`src/rtl/interp_row_fir4_if.sv`:
```
// interp_row_fir4_if: config, input-sample and output-sample handshake bundle
interface interp_row_fir4_if #(
    parameter int DW = 8,
    parameter int CW = 8
);
    logic            cfg_load;
    logic [4*CW-1:0] cfg_coef;
    logic            in_valid;
    logic            in_ready;
    logic [DW-1:0]   in_data;
    logic            in_last;
    logic            out_valid;
    logic            out_ready;
    logic [DW-1:0]   out_data;
    logic            out_last;
    modport master (
        output cfg_load, cfg_coef, in_valid, in_data, in_last, out_ready,
        input  in_ready, out_valid, out_data, out_last
    );
    modport slave (
        input  cfg_load, cfg_coef, in_valid, in_data, in_last, out_ready,
        output in_ready, out_valid, out_data, out_last
    );
endinterface

```
`src/rtl/interp_row_fir4.sv`:
```
// interp_row_fir4: streaming 4-tap row interpolator with edge replication and registered output
module interp_row_fir4 #(
    parameter int DW    = 8,
    parameter int CW    = 8,
    parameter int SHIFT = 6
) (
    input  logic             clk,
    input  logic             rst_n,
    interp_row_fir4_if.slave s
);
    localparam int SW = DW + CW + 3;
    localparam logic signed [SW-1:0] RND  = SW'(1) << (SHIFT - 1);
    localparam logic signed [SW-1:0] MAXV = SW'((1 << DW) - 1);
    typedef enum logic [2:0] {IDLE, FILL1, FILL2, RUN, FLUSH} state_t;
    state_t                state;
    logic [DW-1:0]         w [4];
    logic [DW-1:0]         nw [4];
    logic [4*CW-1:0]       coef;
    logic [1:0]            flush_cnt;
    logic                  adv, acc, step, emit, ld, shift_en;
    logic [DW-1:0]         shin, yc, od;
    logic signed [SW-1:0]  sum, sh;
    logic                  ov, ol;
    assign adv        = !ov || s.out_ready;
    assign s.in_ready = state != FLUSH && adv;
    assign acc        = s.in_valid && s.in_ready;
    assign step       = state == FLUSH && adv;
    assign emit       = step || (acc && (state == FILL2 || state == RUN));
    assign ld         = acc && state == IDLE;
    assign shift_en   = acc || step;
    assign shin       = step ? w[3] : s.in_data;
    assign s.out_valid = ov;
    assign s.out_data  = od;
    assign s.out_last  = ol;
    // next window (x0 fills all taps, later samples shift in) and its filtered, rounded, clipped result
    always_comb begin
        nw[0] = ld ? s.in_data : shift_en ? w[1] : w[0];
        nw[1] = ld ? s.in_data : shift_en ? w[2] : w[1];
        nw[2] = ld ? s.in_data : shift_en ? w[3] : w[2];
        nw[3] = ld ? s.in_data : shift_en ? shin : w[3];
        sum = RND;
        for (int j = 0; j < 4; j++)
            sum = sum + SW'($signed({1'b0, nw[j]})) * SW'($signed(coef[j*CW +: CW]));
        sh = sum >>> SHIFT;
        yc = sh[SW-1] ? '0 : sh > MAXV ? '1 : sh[DW-1:0];
    end
    // row sequencing, window/coefficient state and the registered output stage
    always_ff @(posedge clk or negedge rst_n) begin
        if (!rst_n) begin
            state     <= IDLE;
            w         <= '{default: '0};
            flush_cnt <= '0;
            ov        <= 1'b0;
            od        <= '0;
            ol        <= 1'b0;
            coef      <= (4*CW)'(1) << (CW + SHIFT);
        end else begin
            w <= nw;
            if (state == IDLE && s.cfg_load) coef <= s.cfg_coef;
            if (emit) begin
                ov <= 1'b1;
                od <= yc;
                ol <= step && flush_cnt == 2'd1;
            end else if (s.out_ready) ov <= 1'b0;
            if (acc) begin
                state <= s.in_last ? FLUSH : state == IDLE ? FILL1 : state == FILL1 ? FILL2 : RUN;
                if (s.in_last) flush_cnt <= state == IDLE ? 2'd1 : 2'd2;
            end else if (step) begin
                flush_cnt <= flush_cnt - 2'd1;
                if (flush_cnt == 2'd1) state <= IDLE;
            end
        end
    end
endmodule

```
`src/flat_wrapper.sv`:
```
// flat-port wrapper written by rule: the top's interface ports become plain ports
module interp_row_fir4_flat 
#(
    parameter int DW    = 8,
    parameter int CW    = 8,
    parameter int SHIFT = 6
)
  (clk, rst_n, s_cfg_load, s_cfg_coef, s_in_valid, s_in_data, s_in_last, s_out_ready, s_in_ready, s_out_valid, s_out_data, s_out_last);
  interp_row_fir4_if #(.DW(DW), .CW(CW)) s_i ();
  input  logic clk;
  input  logic rst_n;
  input wire logic [$bits(s_i.cfg_load)-1:0] s_cfg_load;
  input wire logic [$bits(s_i.cfg_coef)-1:0] s_cfg_coef;
  input wire logic [$bits(s_i.in_valid)-1:0] s_in_valid;
  input wire logic [$bits(s_i.in_data)-1:0] s_in_data;
  input wire logic [$bits(s_i.in_last)-1:0] s_in_last;
  input wire logic [$bits(s_i.out_ready)-1:0] s_out_ready;
  output wire logic [$bits(s_i.in_ready)-1:0] s_in_ready;
  output wire logic [$bits(s_i.out_valid)-1:0] s_out_valid;
  output wire logic [$bits(s_i.out_data)-1:0] s_out_data;
  output wire logic [$bits(s_i.out_last)-1:0] s_out_last;
  assign s_i.cfg_load = s_cfg_load;
  assign s_i.cfg_coef = s_cfg_coef;
  assign s_i.in_valid = s_in_valid;
  assign s_i.in_data = s_in_data;
  assign s_i.in_last = s_in_last;
  assign s_i.out_ready = s_out_ready;
  assign s_in_ready = s_i.in_ready;
  assign s_out_valid = s_i.out_valid;
  assign s_out_data = s_i.out_data;
  assign s_out_last = s_i.out_last;
  interp_row_fir4 #(.DW(DW), .CW(CW), .SHIFT(SHIFT)) u_core (.clk(clk), .rst_n(rst_n), .s(s_i));
endmodule
```
`config.mk`:
```
export PLATFORM = sky130hd
export DESIGN_NAME = interp_row_fir4_flat
export DESIGN_NICKNAME = d
export VERILOG_FILES = /design/src/rtl/interp_row_fir4_if.sv /design/src/rtl/interp_row_fir4.sv /design/src/flat_wrapper.sv
export SDC_FILE = /design/constraint.sdc
export NUM_CORES = 1
export LEC_CHECK = 0
export ABC_AREA = 1
export BUFFER_PORTS_ARGS = -buffer_cell sky130_fd_sc_hd__buf_2
export CORE_MARGIN = 4
export CORE_UTILIZATION = 65
export CTS_CLUSTER_DIAMETER = 40
export DETAILED_ROUTE_END_ITERATION = 8
export PLACE_DENSITY = 0.93
export SYNTH_ARGS = -nofsm -noshare
export SYNTH_HDL_FRONTEND = slang
export SYNTH_SLANG_ARGS = --single-unit
export TNS_END_PERCENT = 5
```
`constraint.sdc`:
```
create_clock -name clk -period 10.29 [get_ports clk]
set_clock_uncertainty 0.2 [all_clocks]
set_input_delay 0.5145 -clock clk [delete_from_list [all_inputs] [get_ports clk]]
set_output_delay 0.5145 -clock clk [all_outputs]
set_load 0.005 [all_outputs]
```
* After elaboration in Yosys (flattened, before gate mapping)
Index checks and enable logic that the tools add are counted.
** Cells by class
- $add $sub $neg :: 5
- Multiply operators :: 4
- Divide/modulo/power cells :: 0
- Order comparisons :: 1
- Equal/unequal tests :: 7
- Shift-type cells :: 0
- Multiplexer cells :: 23
- Bitwise gates (word level) :: 0
- Reduce and logical (&&, ||, !) cells :: 18
** Operator list (count)
- 8-bit 2-to-1 mux :: 11
- 9-bit by 8-bit multiplier with 17-bit output :: 4
- 19-bit adder :: 2
- 19-bit by 17-bit adder with 19-bit output :: 1
- 7-bit by 19-bit adder with 19-bit output, first input constant :: 1
- 3-bit 2-to-1 mux :: 5
- 13-bit by 9-bit > comparator with 1-bit output, second input constant :: 1
- 2-bit 2-to-1 mux :: 4
- 1-bit logical AND :: 7
- 3-bit by 2-bit == test with 1-bit output, second input constant :: 2
- 2-bit nonzero test :: 3
- 1-bit logical OR :: 4
- 2-bit AND reduction :: 2
- 3-bit by 1-bit == test with 1-bit output, second input constant :: 1
- 3-bit == test, second input constant :: 1
- 3-bit zero test :: 1
- 1-bit 2-to-1 mux :: 3
- 3-bit != test, second input constant :: 1
- 2-bit by 1-bit == test with 1-bit output, second input constant :: 1
- 2-bit != test, second input constant :: 1
- 2-bit by 1-bit subtractor with 2-bit output, second input constant :: 1
- 1-bit zero test :: 1
** Storage, ports and cells
- Register bits after elaboration :: 79
- Bits in latches :: 0
- Memory bits (writable) :: 0
- ROM bits :: 0
- Output and inout bits :: 11
- Logic and storage cells :: 68
- Memories kept :: 0

* Depth between registers and ports, before layout
Gate-level depths: netlist of run 1.
- Depth in word-level cells :: 15
- Gate-level depth with buffers :: 50
- Mapped depth without buffers :: 49

* Least setup slack after synthesis of run 1
OpenSTA, ideal clock, no wires.
- Path kind :: input-to-reg
- From :: input port s_out_ready
- To :: register u_core.od[0] (netlist: u_core.s.out_data[0])
- Library setup time :: 0.117 ns
- Data arrival time :: 8.325 ns
- Data required time :: 9.973 ns
- Path slack :: 1.648 ns
- Stages :: 45
- Buffers on the path :: 1
- Cell sequence :: inv_1 -> nand2_1 -> nand2_2 -> nor2_8 -> nor2_4 -> buf_2 -> nand2_1 -> o211ai_1 -> nand2_4 -> inv_2 -> nand2_1 -> fa_1 -> inv_1 -> fa_1 -> inv_1 -> fa_1 -> fa_1 -> inv_1 -> [... 9 more ...] -> inv_1 -> fa_1 -> inv_1 -> ha_1 -> a21oi_1 -> inv_1 -> nor2_1 -> nand2_1 -> nand2_1 -> nand2_1 -> nand2_1 -> nand2_1 -> nor2_1 -> nand2_1 -> nand2_1 -> nand2_1 -> nand2_1 -> nand2_1
** RTL lines
- start: declaration :: RTL line flat_wrapper.sv:17 : input wire logic [$bits(s_i.out_ready)-1:0] s_out_ready;
- end signal: assignment :: RTL line interp_row_fir4.sv:62 : od <= yc;
- end: declaration :: RTL line interp_row_fir4.sv:21 : logic [DW-1:0] shin, yc, od;

==> out/qor.csv, run 1 <==
stage,metric,value,unit
worst_setup_path,critical path class,reg2reg,
floorplan,initial core utilization,66.60,%
synthesis,"Async S/R FF share, synth",100.0,%
worst_setup_path,crit path DAT,9.65,ns
worst_setup_path,Critical-path top delay cell,fa_1,
floorplan,Core ar.,20430,um^2
detailed_routing,Initial DRC Count,1034,
worst_setup_path,WP buf/inv,10,
worst_setup_path,reg2reg end,u_core.s.out_data[2],
worst_setup_path,CP top delay family,adder cells,
synthesis,synth unique cells,47,
detailed_routing,Antenna Nets Post-Route,0,
synthesis,synthesized flop and latch total,79,
synthesis,XOR/XNOR share of the synthesized area,3.026,%
clock_tree,Clock Tree Buf Depth,2,
synthesis,"Seq/Total Area, Yosys",14.54,%
synthesis,Syn. warnings,0,
grt,GRT Util Overall,31.72,%
clock_tree,worst-skew pair later-pin latency,0.37,ns
worst_setup_path,CP endpoint kind,register,
worst_setup_path,reg-to-reg startpoint,u_core.state[0],
final_layout,multi-input gate area in the final layout,10010,um^2
synthesis,mean cell area of the mapped netlist,8.142,um^2
final_layout,share of cells above drive strength 1,8.256,%
detailed_routing,vias per std cell,5.652,
floorplan,die area,23310,um^2
sta,Worst-Margin Slew,1.056,ns
clock_tree,CTS buffer count,9,
sta,"Hold Violations, Final",0,
worst_setup_path,R2R depth,45,
clock_tree,setup bufs post-CTS,0,
synthesis,Synth Area in Compound Gates,6.612,%
synthesis,"Cell Area, Synth",13610,um^2
synthesis,Most used DFF post-synth,dfrtp_1,
run_status,run status,completed,
detailed_routing,final wirelength,35540,um
grt,initial antenna violation count,1,
floorplan,die height,152.7,um
final_layout,most frequent cells in the layout,"inv_1, nand2_1, nor2_1",
final_layout,FILL cells,1511,
final_layout,synth-to-layout area growth,6.520,%
synthesis,largest cells by area after synthesis,"fa_1, ha_1, dfrtp_1",
final_layout,"most common cell after layout, fill and taps aside",inv_1,
grt,largest net degree at the start of global routing,80,
floorplan,I/O Pins,57,
sta,"Slew Viols, Final",0,
detailed_routing,via count,11320,
worst_setup_path,r2r setup slk,0.70,ns
clock_tree,clock root cell,clkbuf_16,
synthesis,top-area cell type share of the netlist area,28.55,%
final_layout,fin nets,2157,
placement,gpl congestion,1.021,
sta,post-route minimum period,9.591,ns
floorplan,Die Width,152.7,um
sta,max_slew headroom,29.61,%
final_layout,register area,1978,um^2
sta,Fmax achieved,0.1043,GHz
worst_setup_path,Worst Path Max Fanout,25,
placement,port buffer count,56,
detailed_routing,1st-pass router iterations,5,
synthesis,adder-cell share of the synthesized area,46.02,%
worst_setup_path,CP peak stage delay,0.55,ns
synthesis,Simple-Gate Fraction of Synth Area,17.71,%
placement,HPWL after detailed placement,29460,um
synthesis,syn nets,2101,
worst_setup_path,startpoint types,register,
grt,global-route wire length before repair,59320,um
worst_hold_path,hold crit path type,in2async,
detailed_routing,WL/cell,17.75,um
sta,final setup vio count,0,
sta,setup tns final,0,ns
synthesis,post-synthesis mux area share,0.08277,%
clock_tree,Worst-path clk slew,0.07,ns
sta,RSZ-0062 raised after global routing,false,
synthesis,post-synth top area cell,fa_1,
grt,vias in the first global route,12010,
worst_setup_path,CP endpoint,u_core.s.out_data[2],
synthesis,Mapped Cells,1671,
clock_tree,Clock Sink Count,79,
detailed_routing,Remaining DRCs,0,
worst_setup_path,Worst path most repeated cell,nand2_1,
synthesis,number of flops mapped to enable cells by yosys,0,
worst_setup_path,worst path required time,10.35,ns
synthesis,largest family of logic cells by synthesized area,adder cells,
job,Max Cap Viol,0,
sta,Final Cycle Share,93.21,%
clock_tree,CTS tree,built,
worst_setup_path,Worst setup startpoint,u_core.state[0],
final_layout,# diodes,0,
grt,global route overflow,0,
worst_setup_path,WP depth,45,
floorplan,# rows,52,
clock_tree,# H-tree levels,3,
-- synth_stat cells (4+ instances only) --
cell        n
nor3_1      5
nand2_1   256
a31oi_4     4
dfrtp_1    78
fa_1      194
xnor2_1    24
ha_1      190
or2_4       4
nand3_1    35
buf_2       4
clkbuf_1    8
a21oi_1    81
o211ai_1    7
a21o_1      4
inv_2      33
xor2_1     23
a31oi_1     4
nand2_4    11
o21ai_0    19
o21ai_1    12
nor2_1    250
inv_1     379
-- metal layers --
| layer | GRT usage (%) | up-vias | share of wire [%] |
|---|---|---|---|
| met5 | 0 | - | 0.023 |
| met1 | 40.92 | 5483 | 39 |
| li1 | - | 5156 | - |
| met3 | 7.299 | 131 | 9.1 |
| met4 | 14.13 | 2 | 4.7 |
| met2 | 51.44 | 544 | 47 |
-- registers in the layout, summed over array words and instances (netlist names) --
signal	flops
u_core.coef	32
u_core.flush_cnt	2
u_core.s.out_data	8
u_core.s.out_last	1
u_core.s.out_valid	1
u_core.state	3
u_core.w	32
-- through the flow --
stage	cell area (um^2)	setup slack, ns	util, %	instances	hold WS (ns)
final	14490	0.6988	70.94	2002	0.1301
after global routing	14490	0.08232	70.94	2002	0.1802
after CTS	14480	0.5447	70.89	2002	0.1697
after detailed placement	14180	0.5549	69.42	1986	0.2634
after global placement	14180	0.8159	69.42	1986	0.2593
after floorplan	13610	1.648	-	1671	0.01891
-- what timing repair did --
| item | 4_1_cts | 5_1_grt |
|---|---|---|
| hold buffers | 0 | 0 |
| gates resized for setup | 0 | 2 |
| setup endpoints to repair | 0 | 8 |
-- how the worst min path moves through the flow --
stage / to / slack, ns / cells after the start
after floorplan: u_core.coef[0] / 0.02 / 0
after global placement: u_core.s.out_data[7] / 0.26 / 2
after detailed placement: u_core.s.out_data[6] / 0.26 / 2
after CTS: u_core.s.out_valid / 0.17 / 1
after global routing: u_core.coef[14] / 0.18 / 3
final: u_core.s.out_valid / 0.13 / 1
-- layout make-up --
type | count | area share [%]
well taps | 270 | 2.331
multi-input cells | 1162 | 69.04
flip-flops and latches | 79 | 13.65
clock buffers | 9 | 1.554
repair buffers | 60 | 2.158
clock inverters | 7 | 0.5180
inverters | 415 | 10.75
-- kinds of logic (layout without fill, tap and decap cells) --
family | Yosys count | count (layout)
AOI/OAI and AO/OA | 149 | 149
xor gates and xnor gates | 47 | 47
adders and majority gates | 384 | 384
buffers and inverters | 430 | 491
DFF | 79 | 79
muxes | 1 | 1
and+or+nand+nor | 581 | 581
Power of run 1 is not shown: default switching activity piles up to over one toggle a cycle in this logic, so the estimate is an artifact.
==> inputs of run 2 (changes only) <==
Settings changed: ABC_AREA 1 to default, BUFFER_PORTS_ARGS -buffer_cell sky130_fd_sc_hd__buf_2 to -buffer_cell sky130_fd_sc_hd__clkbuf_2.
==> run 2 against run 1 <==
  * Sequential cell count is the same
  * Worst setup slack lost 0.48 ns
  * Register-to-register slack lost 0.48 ns
  * Synthesized area shrank 0.52%
  * Core utilization grew 2.3 points
  * Cell area grew 2.9%
  * Sequential share of layout area shrank 0.38 points
  * Final cell count shrank 10%
  * Routed wire length grew 7.0%
  * Critical path depth shrank 14
  * Die area shrank 0.50%
  * Synthesized cell count shrank 14%
==> out/qor.csv, run 2 <==
stage,metric,value,unit,change
sta,Worst-Margin Slew,0.9688,ns,-0.08699 ns
synthesis,post-synth top area cell,fa_1,,
detailed_routing,final wirelength,38040,um,+7.0%
synthesis,"Async S/R FF share, synth",100.0,%,unchanged
sta,post-route minimum period,10.07,ns,+0.4795 ns
placement,pre-CTS setup slack,0.003555,ns,-0.5514 ns
synthesis,synthesized flop and latch total,79,,unchanged
worst_hold_path,hold path start,s_cfg_coef[15],,
synthesis,largest family of logic cells by synthesized area,adder cells,,
clock_tree,clock root cell,clkbuf_16,,
clock_tree,Clock Sink Count,79,,unchanged
synthesis,mean cell area of the mapped netlist,9.432,um^2,+16%
sta,post-layout worst setup margin,0.2193,ns,-0.4795 ns
placement,placed cell count,1759,,-11%
run_status,run status,completed,,
placement,HPWL after detailed placement,27260,um,-7.5%
floorplan,# rows,52,,unchanged
clock_tree,CTS buffer count,9,,unchanged
detailed_routing,Remaining DRCs,0,,unchanged
worst_setup_path,critical path class,reg2reg,,
sta,"Hold Violations, Final",0,,unchanged
final_layout,fin nets,1948,,-9.7%
final_layout,# diodes,0,,unchanged
synthesis,top-area cell type share of the netlist area,28.70,%,+0.15 points
job,Max Cap Viol,0,,unchanged
synthesis,Simple-Gate Fraction of Synth Area,17.15,%,-0.56 points
placement,gpl congestion,0.9686,,-5.2%
synthesis,Most used DFF post-synth,dfrtp_1,,
synthesis,"Seq/Total Area, Yosys",14.62,%,+0.077 points
detailed_routing,via count,11020,,-2.6%
clock_tree,worst-skew pair later-pin latency,0.37,ns,about the same
synthesis,XOR/XNOR share of the synthesized area,3.365,%,+0.34 points
detailed_routing,WL/cell,21.22,um,+20%
final_layout,Layout Utilization,73.23,%,+2.3 points
synthesis,syn nets,1865,,-11%
worst_setup_path,Worst Path Max Fanout,15,,-40%
worst_setup_path,CP peak stage delay,0.65,ns,+0.10 ns
grt,largest net degree at the start of global routing,48,,-40%
grt,global-route wire length before repair,57040,um,-3.9%
synthesis,post-synthesis mux area share,2.487,%,+2.4 points
worst_setup_path,r2r setup slk,0.22,ns,-0.48 ns
grt,vias in the first global route,11540,,-3.9%
synthesis,Mapped Cells,1435,,-14%
worst_setup_path,CP endpoint kind,register,,
worst_setup_path,Critical-path top delay cell,nor2_1,,
final_layout,synth-to-layout area growth,10.19,%,
clock_tree,Worst-path clk slew,0.07,ns,about the same
sta,"Slew Viols, Final",0,,unchanged
detailed_routing,1st-pass router iterations,8,,+3
final_layout,fin area,14910,um^2,+2.9%
sta,Final Cycle Share,97.87,%,+4.7 points
worst_setup_path,worst path required time,10.34,ns,about the same
worst_setup_path,startpoint types,register,,
worst_setup_path,reg-to-reg startpoint,u_core.state[2],,
final_layout,"most common cell after layout, fill and taps aside",inv_1,,
worst_setup_path,Worst setup startpoint,u_core.state[2],,
floorplan,initial core utilization,66.46,%,-0.14 points
sta,final setup vio count,0,,unchanged
final_layout,share of cells above drive strength 1,12.74,%,+4.5 points
detailed_routing,vias per std cell,6.147,,+8.8%
floorplan,Die Width,152.3,um,-0.25%
final_layout,Non-Filler Instances,1793,,-10%
placement,port buffer count,56,,unchanged
worst_setup_path,Worst path most repeated cell,fa_1,,
synthesis,most frequent cell after synthesis,inv_1,,
synthesis,synth unique cells,60,,+28%
synthesis,"Cell Area, Synth",13530,um^2,-0.52%
clock_tree,CTS tree,built,,
worst_hold_path,hold crit path type,in2reg,,
sta,Fmax achieved,0.09930,GHz,-4.8%
grt,GRT Util Overall,30.61,%,-1.1 points
worst_setup_path,crit path DAT,10.12,ns,+0.47 ns
floorplan,die area,23190,um^2,-0.50%
clock_tree,Clock Tree Buf Depth,2,,unchanged
grt,initial antenna violation count,0,,-1
synthesis,Commonest cells post-synth,"inv_1, fa_1, ha_1",,
synthesis,Synth Area in Compound Gates,7.128,%,+0.52 points
grt,global route overflow,0,,unchanged
clock_tree,# H-tree levels,3,,unchanged
synthesis,largest cells by area after synthesis,"fa_1, ha_1, dfrtp_1",,
synthesis,Syn. warnings,0,,unchanged
placement,Placed Area,14190,um^2,about the same
floorplan,I/O Pins,57,,unchanged
detailed_routing,Antenna Nets Post-Route,0,,unchanged
floorplan,die height,152.3,um,-0.25%
sta,max_slew headroom,35.41,%,+5.8 points
synthesis,adder-cell share of the synthesized area,46.26,%,+0.24 points
detailed_routing,Initial DRC Count,994,,-3.9%
floorplan,Core ar.,20360,um^2,-0.32%
synthesis,number of flops mapped to enable cells by yosys,0,,unchanged
final_layout,most frequent cells in the layout,"inv_1, fa_1, ha_1",,
[run 2: path summary, 6_finish.rpt]
kind | cells after the start | end
min in group asynchronous | 2 | u_core.coef[4]
hold / removal | 3 | u_core.coef[15]
hold reg to reg | 2 | u_core.s.out_last
setup / recovery | 31 | u_core.s.out_data[4]
max in group asynchronous | 3 | u_core.coef[16]
setup reg to reg | 31 | u_core.s.out_data[4]
[run 2: logic make-up (layout without fill, tap and decap cells)]
kind of cell / Yosys count / in the layout
adders and majority gates: 384 / 384
muxes: 30 / 30
AOI/OAI and AO/OA: 122 / 123
and+or+nand+nor: 449 / 449
buffers and inverters: 319 / 406
xor gates and xnor gates: 52 / 52
DFF: 79 / 79
[run 2: layer usage]
| layer | global-route usage (%) | wire length, um | vias up |
|---|---|---|---|
| li1 | - | - | 4643 |
| met1 | 35.43 | 12810 | 5364 |
| met2 | 52.20 | 18390 | 728 |
| met3 | 6.419 | 3544 | 287 |
| met4 | 18.71 | 3299 | 0 |
| met5 | 0 | 0 | - |
[run 2: repair_timing]
| item | in CTS | in global routing |
|---|---|---|
| gates resized for setup | 2 | 33 |
| endpoints found under the setup margin | 4 | 8 |
| hold buffers | 1 | 0 |
| gates cloned | 0 | 1 |
| pin swaps | 0 | 17 |
| setup buffers | 0 | 16 |
| hold endpoints to repair | 32 | 0 |
[run 2: final cells by class]
cell class	instances	area, um^2
repair buffers	90	573.1
well taps	270	337.8
clock inverters	3	65.06
multi-input cells	1038	10560
flip-flops and latches	79	1978
inverters	300	1126
clock buffers	13	270.3
fillers	1235	5451
[run 2: stage by stage]
step | TNS (ns) | hold slack, ns
floorplan | 0 | 0.01891
global placement | 0 | 0.3098
detailed placement | 0 | 0.3211
CTS | 0 | 0.1540
global route | -0.5177 | 0.1823
finish | 0 | 0.1524
[run 2: critical path, delay by kind of cell, from the launching register on]
family,cells,cell delay [ns]
xor+xnor,1,0.33
fa+ha+maj,10,4.24
buf+inv,3,0.15
simple gates,9,2.73
compound gates,7,1.56
flops,1,0.44
mux,1,0.31
Power of run 2 is left out for the same reason.
